`src/rtl/controle_pkg.sv`:
```
// Shared definitions for the multicycle control unit: state encodings, opcodes, ALU codes, mux selects.
// No logic; purely types and constants.
// No flow control; consumed by controle_multiciclo and decodificador_ula.
package controle_pkg;

    typedef enum logic [3:0] {
        S_FETCH    = 4'd0,
        S_DECODE   = 4'd1,
        S_MEMADR   = 4'd2,
        S_MEMREAD  = 4'd3,
        S_MEMWB    = 4'd4,
        S_MEMWRITE = 4'd5,
        S_EXECUTE  = 4'd6,
        S_ALUWB    = 4'd7,
        S_BRANCH   = 4'd8,
        S_ADDIEX   = 4'd9,
        S_ADDIWB   = 4'd10,
        S_JUMP     = 4'd11
    } estado_t;

    // Opcodes (instruction[31:26])
    localparam logic [5:0] OP_RTYPE = 6'b000000;
    localparam logic [5:0] OP_LW    = 6'b100011;
    localparam logic [5:0] OP_SW    = 6'b101011;
    localparam logic [5:0] OP_BEQ   = 6'b000100;
    localparam logic [5:0] OP_BNE   = 6'b000101;
    localparam logic [5:0] OP_ADDI  = 6'b001000;
    localparam logic [5:0] OP_J     = 6'b000010;

    // R-type funct field (instruction[5:0])
    localparam logic [5:0] FN_ADD = 6'b100000;
    localparam logic [5:0] FN_SUB = 6'b100010;
    localparam logic [5:0] FN_AND = 6'b100100;
    localparam logic [5:0] FN_OR  = 6'b100101;
    localparam logic [5:0] FN_SLT = 6'b101010;

    // ALU operation codes
    localparam logic [2:0] ULA_ADD = 3'b000;
    localparam logic [2:0] ULA_SUB = 3'b001;
    localparam logic [2:0] ULA_AND = 3'b010;
    localparam logic [2:0] ULA_OR  = 3'b011;
    localparam logic [2:0] ULA_SLT = 3'b101;
    localparam logic [2:0] ULA_INV = 3'b111;

    // ULAOp: what the main FSM asks of the ALU decoder
    localparam logic [1:0] ULAOP_ADD   = 2'b00;
    localparam logic [1:0] ULAOP_SUB   = 2'b01;
    localparam logic [1:0] ULAOP_FUNCT = 2'b10;

    // ALU operand B selects
    localparam logic [1:0] SRCB_REG    = 2'b00;
    localparam logic [1:0] SRCB_FOUR   = 2'b01;
    localparam logic [1:0] SRCB_IMM    = 2'b10;
    localparam logic [1:0] SRCB_IMMSH2 = 2'b11;

    // PC source selects
    localparam logic [1:0] PCSRC_RESULT = 2'b00;
    localparam logic [1:0] PCSRC_ALUOUT = 2'b01;
    localparam logic [1:0] PCSRC_JUMP   = 2'b10;

endpackage

```
`src/rtl/decodificador_ula.sv`:
```
// ALU decoder: maps ULAOp and funct to the 3-bit ULAControl code.
// Latency: purely combinational, zero cycles.
// Backpressure: none; output follows inputs.
module decodificador_ula
    import controle_pkg::*;
(
    input  logic [5:0] funct,
    input  logic [1:0] ULAOp,
    output logic [2:0] ULAControl
);

    // Fixed add/sub for address and branch arithmetic, funct decode for R-type
    always_comb begin
        ULAControl = ULA_ADD;
        unique case (ULAOp)
            ULAOP_ADD: ULAControl = ULA_ADD;
            ULAOP_SUB: ULAControl = ULA_SUB;
            ULAOP_FUNCT: begin
                unique case (funct)
                    FN_ADD:  ULAControl = ULA_ADD;
                    FN_SUB:  ULAControl = ULA_SUB;
                    FN_AND:  ULAControl = ULA_AND;
                    FN_OR:   ULAControl = ULA_OR;
                    FN_SLT:  ULAControl = ULA_SLT;
                    default: ULAControl = ULA_INV;
                endcase
            end
            default: ULAControl = ULA_INV;
        endcase
    end

endmodule

```
`src/rtl/controle_multiciclo.sv`:
```
// Multicycle MIPS-subset main control: Moore FSM sequencing PC/IR/memory/regfile enables and ALU selects.
// Latency (mem_ready=1): j/beq 3, R/addi/sw 4, lw 5 cycles; CONTROLE_BNE_EN adds bne (PCEn=~Z).
// Backpressure: FETCH, MEMREAD and MEMWRITE hold until mem_ready; enables forced low while rst_n=0.
module controle_multiciclo
    import controle_pkg::*;
#(
    parameter int STATE_W = 4
) (
    input  logic               clk,
    input  logic               rst_n,
    input  logic [5:0]         op,
    input  logic [5:0]         funct,
    input  logic               Z,
    input  logic               mem_ready,
    output logic [2:0]         ULAControl,
    output logic               ULASrcA,
    output logic [1:0]         ULASrcB,
    output logic [1:0]         PCSrc,
    output logic               PCEn,
    output logic               IorD,
    output logic               MemWrite,
    output logic               IRWrite,
    output logic               RegWrite,
    output logic               RegDst,
    output logic               MemtoReg,
    output logic               illegal_op,
    output logic [STATE_W-1:0] dbg_estado
);

    estado_t    state_q, state_d;
    logic [1:0] ula_op;
    logic       pc_write, branch, br_cond;
    logic       ir_write_raw, mem_write_raw, reg_write_raw;

    // State register; reset lands in FETCH
    always_ff @(posedge clk or negedge rst_n) begin
        if (!rst_n) state_q <= S_FETCH;
        else        state_q <= state_d;
    end

`ifdef CONTROLE_BNE_EN
    logic bne_q, bne_d;
    assign bne_d = (state_q == S_DECODE) ? (op == OP_BNE) : bne_q;

    // Remember whether the branch being resolved is bne, captured while decoding
    always_ff @(posedge clk or negedge rst_n) begin
        if (!rst_n) bne_q <= 1'b0;
        else        bne_q <= bne_d;
    end
    assign br_cond = bne_q ? ~Z : Z;
`else
    assign br_cond = Z;
`endif

    // Next-state and Moore output decode
    always_comb begin
        state_d       = S_FETCH;
        ula_op        = ULAOP_ADD;
        ULASrcA       = 1'b0;
        ULASrcB       = SRCB_REG;
        PCSrc         = PCSRC_RESULT;
        pc_write      = 1'b0;
        branch        = 1'b0;
        IorD          = 1'b0;
        mem_write_raw = 1'b0;
        ir_write_raw  = 1'b0;
        reg_write_raw = 1'b0;
        RegDst        = 1'b0;
        MemtoReg      = 1'b0;
        illegal_op    = 1'b0;
        case (state_q)
            S_FETCH: begin
                ULASrcB      = SRCB_FOUR;
                ir_write_raw = mem_ready;
                pc_write     = mem_ready;
                state_d      = mem_ready ? S_DECODE : S_FETCH;
            end
            S_DECODE: begin
                // Branch target is computed here so BRANCH only needs the compare
                ULASrcB = SRCB_IMMSH2;
                case (op)
                    OP_LW, OP_SW: state_d = S_MEMADR;
                    OP_RTYPE:     state_d = S_EXECUTE;
                    OP_BEQ:       state_d = S_BRANCH;
`ifdef CONTROLE_BNE_EN
                    OP_BNE:       state_d = S_BRANCH;
`endif
                    OP_ADDI:      state_d = S_ADDIEX;
                    OP_J:         state_d = S_JUMP;
                    default: begin
                        illegal_op = 1'b1;
                        state_d    = S_FETCH;
                    end
                endcase
            end
            S_MEMADR: begin
                ULASrcA = 1'b1;
                ULASrcB = SRCB_IMM;
                state_d = (op == OP_SW) ? S_MEMWRITE : S_MEMREAD;
            end
            S_MEMREAD: begin
                IorD    = 1'b1;
                state_d = mem_ready ? S_MEMWB : S_MEMREAD;
            end
            S_MEMWB: begin
                reg_write_raw = 1'b1;
                MemtoReg      = 1'b1;
            end
            S_MEMWRITE: begin
                IorD          = 1'b1;
                mem_write_raw = 1'b1;
                state_d       = mem_ready ? S_FETCH : S_MEMWRITE;
            end
            S_EXECUTE: begin
                ULASrcA = 1'b1;
                ula_op  = ULAOP_FUNCT;
                state_d = S_ALUWB;
            end
            S_ALUWB: begin
                reg_write_raw = 1'b1;
                RegDst        = 1'b1;
            end
            S_BRANCH: begin
                ULASrcA = 1'b1;
                ula_op  = ULAOP_SUB;
                PCSrc   = PCSRC_ALUOUT;
                branch  = 1'b1;
            end
            S_ADDIEX: begin
                ULASrcA = 1'b1;
                ULASrcB = SRCB_IMM;
                state_d = S_ADDIWB;
            end
            S_ADDIWB: begin
                reg_write_raw = 1'b1;
            end
            S_JUMP: begin
                PCSrc    = PCSRC_JUMP;
                pc_write = 1'b1;
            end
            default: state_d = S_FETCH;  // unused encodings recover to FETCH
        endcase
    end

    decodificador_ula u_dec (
        .funct      (funct),
        .ULAOp      (ula_op),
        .ULAControl (ULAControl)
    );

    // Enables are gated by reset so nothing writes while rst_n is held low
    assign PCEn       = rst_n & (pc_write | (branch & br_cond));
    assign IRWrite    = rst_n & ir_write_raw;
    assign MemWrite   = rst_n & mem_write_raw;
    assign RegWrite   = rst_n & reg_write_raw;
    assign dbg_estado = STATE_W'(state_q);

endmodule

```
`config.mk`:
```
export PLATFORM = sky130hd
export DESIGN_NAME = controle_multiciclo
export DESIGN_NICKNAME = d
export VERILOG_FILES = /design/src/rtl/controle_pkg.sv /design/src/rtl/decodificador_ula.sv /design/src/rtl/controle_multiciclo.sv
export SDC_FILE = /design/constraint.sdc
export NUM_CORES = 1
export LEC_CHECK = 0
export CAP_MARGIN = 20
export CORE_MARGIN = 2
export CORE_UTILIZATION = 38
export CTS_BUF_LIST = sky130_fd_sc_hd__clkbuf_4
export DETAILED_ROUTE_END_ITERATION = 16
export MAX_ROUTING_LAYER = met4
export PLACE_DENSITY = 0.87
export SYNTH_ARGS = -nofsm -noshare
export SYNTH_HDL_FRONTEND = slang
export SYNTH_SLANG_ARGS = --single-unit
```
`constraint.sdc`:
```
create_clock -name clk -period 3.8 [get_ports clk]
set_clock_uncertainty 0.1 [all_clocks]
set_input_delay 0.95 -clock clk [delete_from_list [all_inputs] [get_ports clk]]
set_output_delay 0.95 -clock clk [all_outputs]
set_load 0.02 [all_outputs]
```
== Word-level counts from Yosys, hierarchy flattened ==
Index checks and enable logic that the tools add are counted.

* Register bits: 4
* Latch bits: 0
* RAM bits: 0
* Bits in read-only memories: 0
* Bits of input ports: 16
* Output and inout bits: 20
* Memories kept: 0

* Add/subtract/negate cells: 0
* Multipliers: 0
* Div/mod/pow operators: 0
* Order comparisons: 0
* Equality and inequality tests: 23
* Shift-type cells: 0
* Multiplexer cells: 22
* Bitwise logic cells: 6
* Reductions and logical operators: 9

{| class="wikitable"
|+ Operator list
! cell !! count
|-
| == test 6 bit, second input constant || 7
|-
| case mux 4 bit (7 select lines) || 1
|-
| case mux 4 bit (5 select lines) || 1
|-
| == test 4 x 3 -> 1 bit, second input constant || 4
|-
| == test 4 bit, second input constant || 4
|-
| case mux 3 bit (5 select lines) || 1
|-
| two-way mux 1 bit || 11
|-
| two-way mux 3 bit || 3
|-
| case mux 3 bit (3 select lines) || 1
|-
| == test 4 x 2 -> 1 bit, second input constant || 2
|-
| case mux 2 bit (2 select lines) || 2
|-
| == test 6 x 2 -> 1 bit, second input constant || 1
|-
| == test 6 x 3 -> 1 bit, second input constant || 1
|-
| == test 6 x 4 -> 1 bit, second input constant || 1
|-
| logical NOT 6 bit || 1
|-
| case mux 2 bit (3 select lines) || 1
|-
| OR reduction 2 bit || 3
|-
| OR reduction 6 bit || 1
|-
| AND 1 bit || 5
|-
| == test 4 x 1 -> 1 bit, second input constant || 1
|-
| logical NOT 4 bit || 1
|-
| OR reduction 4 bit || 1
|-
| OR reduction 3 bit || 1
|-
| == test 2 x 1 -> 1 bit, second input constant || 1
|-
| other kinds (4) || 4
|}

== Logic depth before layout (Yosys ltp) ==
Gate-level depths: netlist of the first run.

* Depth after elaboration: 5
* Depth in mapped cells: 4
* Depth with buffers taken out: 3

== By module ==
From an unflattened synthesis of the first run, not the netlist that was laid out.

* Cells, all modules: 84
* Area, all modules: 605.6 um2

{| class="wikitable"
|+ By module, submodules not included
! module !! instances !! cells an instance !! area each (um2) !! sequential area each (um2)
|-
| controle_multiciclo || 1 || 75 || 541.8 || 100.1
|-
| decodificador_ula || 1 || 9 || 63.8 || 0.0
|}

== Least setup slack after synthesis of the first run ==
No wires, ideal clock.

* Path type: input port to output port
* Start: input port op[3]
* End: output port illegal_op
* Data arrival time: 1717 ps
* Required time: 2750 ps
* Path slack: 1033 ps
* Stages: 4
* Path buffers: 1
* Cells stage by stage: clkbuf_1 nor4_1 o21ai_0 and3_1

* Cells in the longest elaborated chain, start to end: 4
* Elaborated cells on any way between the ends: 9
* Those cells by class: eq/ne: 5; mux: 2; reduce/logical: 2

{| class="wikitable"
|+ RTL lines
! item !! RTL line !! RTL
|-
| start, declared || controle_multiciclo.sv:11 || <nowiki>input logic [5:0] op,</nowiki>
|-
| == test 6 bit (tied with other cells) || controle_multiciclo.sv:81 || <nowiki>case (op)</nowiki>
|-
| OR reduction 6 bit (no source line) * || n/a ||
|-
| two-way mux 1 bit * || controle_multiciclo.sv:81 ||
|-
| two-way mux 1 bit * || controle_multiciclo.sv:71 || <nowiki>case (state_q)</nowiki>
|-
| end, declared || controle_multiciclo.sv:26 || <nowiki>output logic illegal_op,</nowiki>
|}

Mark *: on every way between the ends. The rest lies on a longest branch, timed or not.

== Worst setup path in the final report of the first run ==
* Start: input port funct[4]
* End: output port ULAControl[1]

* Cells in the longest elaborated chain, start to end: 3
* Elaborated cells on any way between the ends: 7
* Those cells by class: eq/ne: 5; mux: 2

{| class="wikitable"
|+ RTL lines
! item !! RTL line !! RTL
|-
| start, declared || controle_multiciclo.sv:12 || <nowiki>input logic [5:0] funct,</nowiki>
|-
| == test 6 bit || decodificador_ula.sv:19 || <nowiki>unique case (funct)</nowiki>
|-
| case mux 3 bit (5 select lines) * || decodificador_ula.sv:19 ||
|-
| case mux 3 bit (3 select lines) * || decodificador_ula.sv:15 || <nowiki>unique case (ULAOp)</nowiki>
|-
| end, declared || controle_multiciclo.sv:15 || <nowiki>output logic [2:0] ULAControl,</nowiki>
|}

Marked as above.

==> results of run 1 <==
[worst paths after layout]
| check | endpoint | cells after the start |
|---|---|---|
| min in group asynchronous | dbg_estado[3]$_DFF_PN0_ | 2 |
| hold / removal | dbg_estado[0]$_DFF_PN0_ | 1 |
| setup / recovery | ULAControl[1] | 5 |
| hold reg to reg | dbg_estado[0]$_DFF_PN0_ | 1 |
| setup reg to reg | dbg_estado[0]$_DFF_PN0_ | 3 |
| max in group asynchronous | dbg_estado[0]$_DFF_PN0_ | 2 |
[worst register-to-register path, cell delays in order, from the launching register on]
cell	delay (ps)
dfrtp_1	540
nand2b_1	300
or4_1	520
a31oi_1	170
[where the power goes]
| part | switching, mW | internal, mW | leakage (nW) |
|---|---|---|---|
| Clock | 0.0188 | 0.0354 | 0.0138 |
| Sequential | 0.0425 | 0.0545 | 0.0536 |
| Combinational | 0.157 | 0.158 | 0.314 |
[area by class of cell]
cell class,count,share of cell area
multi-input combinational,70,0.463
timing repair buffer,38,0.381
sequential,4,0.102
clock buffer,3,0.0228
tap,16,0.0203
inverter,3,0.0114
[metrics by stage]
step | power [mW] | util | worst slack [ps] | hold WS (ps) | instance area [µm²]
after global routing | 0.499 | 0.670 | 54.7 | 633 | 986
after CTS | 0.469 | 0.663 | 62.9 | 608 | 976
final | 0.466 | 0.670 | 191 | 612 | 986
after detailed placement | 0.412 | 0.648 | 78.0 | 598 | 953
after global placement | 0.405 | 0.648 | 152 | 604 | 953
after floorplan | 0.267 | - | 1030 | 554 | 581
[synthesized netlist by cell type (2+ instances only)]
library cell | instances | area, µm²
nor2b_1 | 3 | 18.8
xor2_1 | 2 | 17.5
nor2_1 | 9 | 33.8
or2_1 | 2 | 12.5
nor3b_1 | 3 | 22.5
o21ai_0 | 4 | 20.0
o211ai_1 | 2 | 15.0
or4_1 | 2 | 15.0
nand2b_1 | 6 | 37.5
o22ai_1 | 2 | 12.5
nand3_1 | 2 | 10.0
dfrtp_1 | 4 | 100
inv_1 | 3 | 11.3
nor3_1 | 4 | 20.0
and3_1 | 2 | 12.5
a21oi_1 | 3 | 15.0
clkbuf_1 | 4 | 15.0
nand2_1 | 2 | 7.51
mux2i_1 | 2 | 20.0
nor4_1 | 2 | 12.5
[per-layer routing]
metal / wire length (µm) / vias up / track usage / share of wire
met4: 49 / 0 / 0.121 / 0.026
met1: 711 / 366 / 0.246 / 0.38
met5: 0 / - / - / 0
met3: 158 / 4 / 0.0128 / 0.084
li1: - / 386 / - / -
met2: 950 / 44 / 0.406 / 0.51
[kinds of logic after synthesis]
| kind of cell | count (synthesis) | share of synthesized area |
|---|---|---|
| DFF | 4 | 0.172 |
| and+or+nand+nor | 46 | 0.476 |
| muxes | 2 | 0.0345 |
| xor gates and xnor gates | 3 | 0.0453 |
| buffers and inverters | 8 | 0.0539 |
| AOI/OAI and AO/OA | 19 | 0.218 |
[what timing repair did]
item	4_1_cts	5_1_grt
hold buffers	0	0
resized for setup	0	3
setup endpoints to repair	0	2
==> results.tsv, run 1 <==
stage	metric	value	unit
setup_path	reg2reg start	dbg_estado[1]$_DFF_PN0_	
clock_network	Clock Path Buffers	2	
global_route	Total Routing Usage GR	0.227	
timing	Least-Margin Pin Slew	534	ps
cells_and_area	max reg flops	4	
timing	Final period util	0.950	
global_route	vias in the first global route	763	
placed_design	Placed Cells	131	
setup_path	CP Max Fanout	3	
clock_network	CTS Sinks	4	
synth	#FFs+latches synth	4	
timing	RSZ-0062 raised after global routing	false	
synth	syn nets	98	
cells_and_area	leading cell type in the layout, fill and taps excluded	clkdlybuf4s50_1	
route	DRC	0	
floorplanning	initial core utilization	0.395	
cells_and_area	most frequent cells in the layout	clkdlybuf4s50_1 (34), nor2_1 (9), nand2b_1 (6)	
floorplanning	Die W	43.1	µm
timing	Setup-failing EPs final	0	
timing	max_slew headroom	0.639	
clock_network	Post-CTS Setup Inserts	0	
synth	Gate Count Post-Synth	82	
cells_and_area	final std cells w/o fill	134	
synth	Seq/Total Area, Yosys	0.172	
setup_path	critical path class	input port to output pin	
global_route	first-pass GRT wire length	3180	µm
route	Initial DRT Pass Iterations	4	
route	DR vias	800	
setup_path	CP delay by family, top	buffers and inverters	
synth	number of library cell types mapped by synthesis	39	
route	DR vias/cell	5.97	
outcome	status	complete, no violations	
placed_design	# port buffers	35	
floorplanning	die footprint	1860	µm²
setup_path	CP bufs+invs	2	
synth	Post-synth EDFFs	0	
cells_and_area	ant diodes	0	
synth	Synth Flop Type	dfrtp_1	
clock_network	CTS tree	built	
floorplanning	core region area	1470	µm²
setup_path	Critical Path Source	funct[4]	
setup_path	CP peak stage delay	540	ps
cells_and_area	filler instances	142	
clock_network	CTS H-tree depth	1	
synth	Post-synth ARST share	1.00	
cells_and_area	synth-to-layout area growth	69.8	%
floorplanning	Die Ht	43.1	µm
timing	setup total negative slack	0	ps
placed_design	global placement routability congestion	0.831	
min_path	min-delay worst type	flip-flop to flip-flop	
job	max_cap viols	0	
clock_network	cts bufs inserted	3	
placed_design	HPWL after DPL	1480	µm
min_path	Worst Hold Launch	dbg_estado[3]$_DFF_PN0_	
timing	minimum clock period	3610	ps
clock_network	root buffer cell	clkbuf_4	
cells_and_area	layout cells sized above 1	0.0763	
timing	Max Fclk	277	MHz
synth	Cell Area, Synth	581	µm²
setup_path	Crit path arrival time	2560	ps
cells_and_area	Register Area	100	µm²
setup_path	crit start category	input port	
setup_path	worst-path cell chain	clkdlybuf4s50_1, nand2b_1, a2111oi_1, nor2_1, clkdlybuf4s50_1	
setup_path	Critical Path Slowest Stage Cell	clkdlybuf4s50_1	
setup_path	CP Capture Type	output pin	
cells_and_area	Nets	136	
global_route	initial antenna violation count	0	
global_route	largest net degree at the start of global routing	19	
pwr	PwrDens	473	nW/µm²
clock_network	clock-pin slew on the worst setup and hold paths	40	ps
synth	yosys warns	0	
pwr	Max VDD drop	0.318	mV
route	DRT iter0 DRCs	16	
route	antenna-violating nets left	0	
clock_network	Clock Latency Late Sink	240	ps
timing	Hold Fails Final Rpt	0	
global_route	global route overflow	0	
synth	Mean Syn Cell Area	7.08	µm²
route	drt wl/cell	14.0	µm
route	WL final	1870	µm
floorplanning	io pins	36	
setup_path	CP most frequent cell	clkdlybuf4s50_1	
setup_path	Critical Path RT	2750	ps
timing	fin. max-slew vios	0	
floorplanning	Core Rows	14	
setup_path	flop-to-flop setup slack	2060	ps
cells_and_area	Multi-input gate area	457	µm²
pwr	static leakage	0.381	nW
Power figures use the tool's default switching activity.
==> run 2, diff against run 1 <==
- CORE_UTILIZATION: 38 -> 40
- PLACE_DENSITY: 0.87 -> 0.91
- SKIP_LAST_GASP: not set -> 1
==> results.tsv, run 2 (synthesis gave the netlist of run 1 again) <==
stage	metric	value	unit	change
clock_network	Post-CTS Setup Inserts	0		unchanged
timing	Final period util	0.938		-0.0116
cells_and_area	most frequent cells in the layout	clkdlybuf4s50_1 (34), nor2_1 (9), nand2b_1 (6)		
setup_path	Critical Path Source	funct[4]		
min_path	min-delay worst type	flip-flop to flip-flop		
setup_path	critical path class	input port to output pin		
timing	max_slew headroom	0.659		+0.0201
pwr	PwrDens	471	nW/µm²	-0.30%
setup_path	FF-to-FF End	dbg_estado[0]$_DFF_PN0_		
clock_network	cts hold-fix bufs	0		unchanged
floorplanning	Die Ht	42.1	µm	-2.3%
global_route	initial antenna violation count	0		unchanged
setup_path	CP delay by family, top	buffers and inverters		
floorplanning	core region area	1330	µm²	-9.4%
setup_path	CP Capture Point	ULAControl[1]		
route	DRT iter0 DRCs	35		+19
timing	Hold Fails Final Rpt	0		unchanged
setup_path	worst-path cell chain	clkdlybuf4s50_1, nand2b_1, a2111oi_0, nor2_1, clkdlybuf4s50_1		
outcome	status	complete, no violations		
cells_and_area	ant diodes	0		unchanged
cells_and_area	Nets	135		-0.74%
setup_path	Worst path depth	5		unchanged
timing	fin. max-slew vios	0		unchanged
setup_path	reg2reg start	dbg_estado[1]$_DFF_PN0_		
timing	setup total negative slack	0	ps	unchanged
cells_and_area	layout cells sized above 1	0.0684		-0.00790
timing	Setup-failing EPs final	0		unchanged
route	drt wl/cell	13.8	µm	-1.3%
setup_path	CP Max Fanout	3		unchanged
timing	Least-Margin Pin Slew	511	ps	-22.7 ps
timing	minimum clock period	3560	ps	-44.2 ps
setup_path	Critical Path Slowest Stage Cell	clkdlybuf4s50_1		
job	max_cap viols	0		unchanged
route	DRC	0		unchanged
timing	Hold WS	622	ps	+9.92 ps
route	Initial DRT Pass Iterations	4		unchanged
route	DR vias	774		-3.3%
global_route	first-pass GRT wire length	3080	µm	-3.2%
cells_and_area	synth-to-layout area growth	68.1	%	
route	antenna-violating nets left	0		unchanged
cells_and_area	final std cells w/o fill	132		-1.5%
setup_path	number of cells on the worst reg-to-reg path	3		unchanged
clock_network	Clock Path Buffers	2		unchanged
placed_design	global placement routability congestion	0.838		+0.83%
setup_path	CP bufs+invs	2		unchanged
setup_path	CP Capture Type	output pin		
clock_network	cts bufs inserted	3		unchanged
pwr	static leakage	0.377	nW	-1.3%
global_route	Total Routing Usage GR	0.220		-0.00649
cells_and_area	leading cell type in the layout, fill and taps excluded	clkdlybuf4s50_1		
setup_path	CP most frequent cell	clkdlybuf4s50_1		
placed_design	Placed Cells	129		-1.5%
clock_network	root buffer cell	clkbuf_4		
timing	Max Fclk	281	MHz	+1.2%
placed_design	HPWL after DPL	1350	µm	-8.5%
cells_and_area	Final Core Density	0.732		+0.0616
global_route	vias in the first global route	741		-2.9%
floorplanning	io pins	36		unchanged
pwr	Tot Pwr	460	µW	-1.3%
setup_path	crit start category	input port		
placed_design	# port buffers	35		unchanged
clock_network	CTS Sinks	4		unchanged
setup_path	flop-to-flop setup slack	2020	ps	-40 ps
global_route	largest net degree at the start of global routing	19		unchanged
floorplanning	Die W	42.1	µm	-2.3%
clock_network	CTS H-tree depth	1		unchanged
floorplanning	die footprint	1770	µm²	-4.5%
floorplanning	Core Rows	13		-1
timing	RSZ-0062 raised after global routing	false		
route	DR vias/cell	5.86		-1.8%
clock_network	clock-pin slew on the worst setup and hold paths	40	ps	about the same
clock_network	CTS tree	built		
global_route	global route overflow	0		unchanged
setup_path	Crit path arrival time	2510	ps	-50 ps
setup_path	Critical Path RT	2750	ps	about the same
floorplanning	initial core utilization	0.435		+0.0407
route	WL final	1820	µm	-2.7%
pwr	Max VDD drop	0.295	mV	-7.3%
cells_and_area	max reg flops	4		unchanged
setup_path	CP peak stage delay	540	ps	about the same
clock_network	Clock Latency Late Sink	230	ps	about the same
==> run 2: cell type report <==
class / instances / area [µm²]
Multi-Input combinational cell: 70 / 455
Timing Repair Buffer: 37 / 368
Fill cell: 97 / 358
Sequential cell: 4 / 100
Clock buffer: 3 / 22.5
Tap cell: 15 / 18.8
Inverter: 3 / 11.3
==> run 2: power by group <==
| part | switching (mW) | leakage (nW) | total, mW | internal (mW) |
|---|---|---|---|---|
| registers | 0.0455 | 0.0536 | 0.100 | 0.0545 |
| clock network | 0.0159 | 0.0138 | 0.0511 | 0.0352 |
| logic | 0.152 | 0.309 | 0.309 | 0.157 |
==> run 2: worst min path at each step <==
| stage | startpoint | endpoint | cells past startpoint |
|---|---|---|---|
| floorplan | rst_n | dbg_estado[0]$_DFF_PN0_ | 0 |
| global placement | dbg_estado[3]$_DFF_PN0_ | dbg_estado[0]$_DFF_PN0_ | 1 |
| detailed placement | dbg_estado[3]$_DFF_PN0_ | dbg_estado[0]$_DFF_PN0_ | 1 |
| CTS | dbg_estado[3]$_DFF_PN0_ | dbg_estado[0]$_DFF_PN0_ | 1 |
| global route | dbg_estado[3]$_DFF_PN0_ | dbg_estado[0]$_DFF_PN0_ | 1 |
| finish | dbg_estado[3]$_DFF_PN0_ | dbg_estado[0]$_DFF_PN0_ | 1 |
==> run 2: stage by stage <==
step | setup slack [ps] | area (µm²)
floorplan | 1030 | 581
global placement | 144 | 945
detailed placement | 94.8 | 945
CTS | 89.2 | 967
global route | 34.9 | 976
finish | 236 | 976
==> run 2: layer usage <==
| layer | routed length, µm | vias to the layer above | global-route usage |
|---|---|---|---|
| li1 | - | 381 | - |
| met1 | 806 | 348 | 0.264 |
| met2 | 838 | 45 | 0.366 |
| met3 | 174 | 0 | 0.0474 |
| met4 | 0 | 0 | 0.0750 |
| met5 | 0 | - | - |
==> run 2: what timing repair did <==
item | CTS | global route
hold endpoints to repair | 0 | 0
endpoints found under the setup margin | 0 | 1
gates resized for setup | 0 | 2
==> run 3, diff against run 2 <==
--- a/config.mk
+++ b/config.mk
@@ -11,4 +11,5 @@
 export CTS_BUF_LIST = sky130_fd_sc_hd__clkbuf_4
 export DETAILED_ROUTE_END_ITERATION = 16
+export HOLD_SLACK_MARGIN = 0.06
 export MAX_ROUTING_LAYER = met4
 export PLACE_DENSITY = 0.91
==> constraint.sdc (replaced) <==
create_clock -name clk -period 3.8 [get_ports clk]
set_clock_uncertainty 0.1 [all_clocks]
set_input_delay 0.57 -clock clk [delete_from_list [all_inputs] [get_ports clk]]
set_output_delay 0.57 -clock clk [all_outputs]
set_load 0.02 [all_outputs]
==> results.tsv, run 3 (synthesis gave the netlist of run 1 again) <==
stage	metric	value	unit	change
outcome	status	complete, no violations		
floorplanning	core region area	1330	µm²	unchanged
cells_and_area	final std cells w/o fill	130		-1.5%
cells_and_area	leading cell type in the layout, fill and taps excluded	clkdlybuf4s50_1		
setup_path	flop-to-flop setup slack	2090	ps	+70 ps
global_route	vias in the first global route	710		-4.2%
setup_path	Crit path arrival time	2300	ps	-210 ps
global_route	global route overflow	0		unchanged
timing	Hold WS	496	ps	-126 ps
clock_network	post_cts resized	0		unchanged
clock_network	CTS Sinks	4		unchanged
timing	minimum clock period	2970	ps	-590 ps
setup_path	crit start category	input port		
global_route	first-pass GRT wire length	3010	µm	-2.2%
setup_path	Critical Path RT	3130	ps	+380 ps
clock_network	cts hold-fix bufs	0		unchanged
setup_path	FF-to-FF End	dbg_estado[0]$_DFF_PN0_		
floorplanning	Die W	42.1	µm	unchanged
timing	setup total negative slack	0	ps	unchanged
cells_and_area	ant diodes	0		unchanged
route	DRT iter0 DRCs	9		-74%
timing	Max Fclk	336	MHz	+20%
route	drt wl/cell	13.7	µm	-0.58%
cells_and_area	max reg flops	4		unchanged
cells_and_area	synth-to-layout area growth	64.0	%	
placed_design	HPWL after DPL	1390	µm	+2.7%
min_path	min-delay worst type	input port to async pin		
setup_path	reg2reg start	dbg_estado[1]$_DFF_PN0_		
clock_network	clock-pin slew on the worst setup and hold paths	40	ps	about the same
cells_and_area	Nets	133		-1.5%
pwr	static leakage	0.353	nW	-6.2%
route	DRC	0		unchanged
timing	Hold Fails Final Rpt	0		unchanged
floorplanning	Core Rows	13		unchanged
timing	Final period util	0.783		-0.155
placed_design	Placed Cells	127		-1.6%
timing	Setup-failing EPs final	0		unchanged
setup_path	CP Capture Type	output pin		
setup_path	number of cells on the worst reg-to-reg path	3		unchanged
job	max_cap viols	0		unchanged
cells_and_area	most frequent cells in the layout	clkdlybuf4s50_1 (35), nor2_1 (9), nand2b_1 (6)		
timing	fin. max-slew vios	0		unchanged
route	WL final	1780	µm	-2.1%
global_route	initial antenna violation count	0		unchanged
clock_network	Clock Latency Late Sink	230	ps	about the same
clock_network	root buffer cell	clkbuf_4		
pwr	PwrDens	479	nW/µm²	+1.6%
floorplanning	initial core utilization	0.435		unchanged
floorplanning	die footprint	1770	µm²	unchanged
clock_network	Clock Path Buffers	2		unchanged
placed_design	global placement routability congestion	0.859		+2.5%
timing	RSZ-0062 raised after global routing	false		
timing	Least-Margin Pin Slew	512	ps	+0.431 ps
global_route	largest net degree at the start of global routing	19		unchanged
timing	max_slew headroom	0.659		about the same
placed_design	# port buffers	35		unchanged
route	DR vias/cell	5.72		-2.5%
setup_path	CP Max Fanout	7		+4
global_route	Total Routing Usage GR	0.215		-0.00476
clock_network	Post-CTS Setup Inserts	0		unchanged
clock_network	CTS H-tree depth	1		unchanged
clock_network	CTS tree	built		
pwr	Max VDD drop	0.325	mV	+10%
route	Initial DRT Pass Iterations	4		unchanged
cells_and_area	layout cells sized above 1	0.0435		-0.0249
route	antenna-violating nets left	0		unchanged
clock_network	cts bufs inserted	3		unchanged
floorplanning	io pins	36		unchanged
setup_path	critical path class	input port to output pin		
route	DR vias	743		-4.0%
floorplanning	Die Ht	42.1	µm	unchanged
run 3: worst max-delay path by stage:
stage,from,end,cells past startpoint
2_1_floorplan,dbg_estado[0]$_DFF_PN0_,PCEn,4
3_3_place_gp,op[1],illegal_op,5
3_5_place_dp,op[3],illegal_op,5
4_1_cts,op[3],illegal_op,5
5_1_grt,op[1],illegal_op,5
6_report,op[3],illegal_op,5
run 3: worst max-delay path, cell delays in order:
cell and delay [ps]:
clkdlybuf4s50_1 530, nor4_1 360, o21ai_0 110, and3_1 200
clkdlybuf4s50_1 530
run 3: where the power goes:
group	switching, mW	internal [mW]	leakage [nW]	total [mW]
Clock	0.0154	0.0352	0.0138	0.0506
Combinational	0.149	0.157	0.286	0.306
Sequential	0.0444	0.0545	0.0536	0.0989
run 3: stage by stage:
stage | utilization | setup slack [ps] | cell area, µm² | power (mW)
finish | 0.714 | 826 | 952 | 0.456
global route | 0.714 | 688 | 952 | 0.492
CTS | 0.714 | 835 | 952 | 0.456
detailed placement | 0.697 | 845 | 930 | 0.404
global placement | 0.697 | 915 | 930 | 0.398
floorplan | - | 1570 | 581 | 0.267
run 3: per-layer routing:
layer	vias to the layer above	part of all wire	routed length (µm)	track usage
met3	0	0.076	135	0.0431
li1	376	-	-	-
met5	-	0	0	-
met2	39	0.45	808	0.372
met1	328	0.47	837	0.263
met4	0	0	0	0.0375
run 3: layout make-up:
cell class	instances	area, µm²
timing repair buffer	35	350
multi-input combinational	70	449
tap	15	18.8
inverter	3	11.3
fill	113	382
clock buffer	3	22.5
sequential	4	100
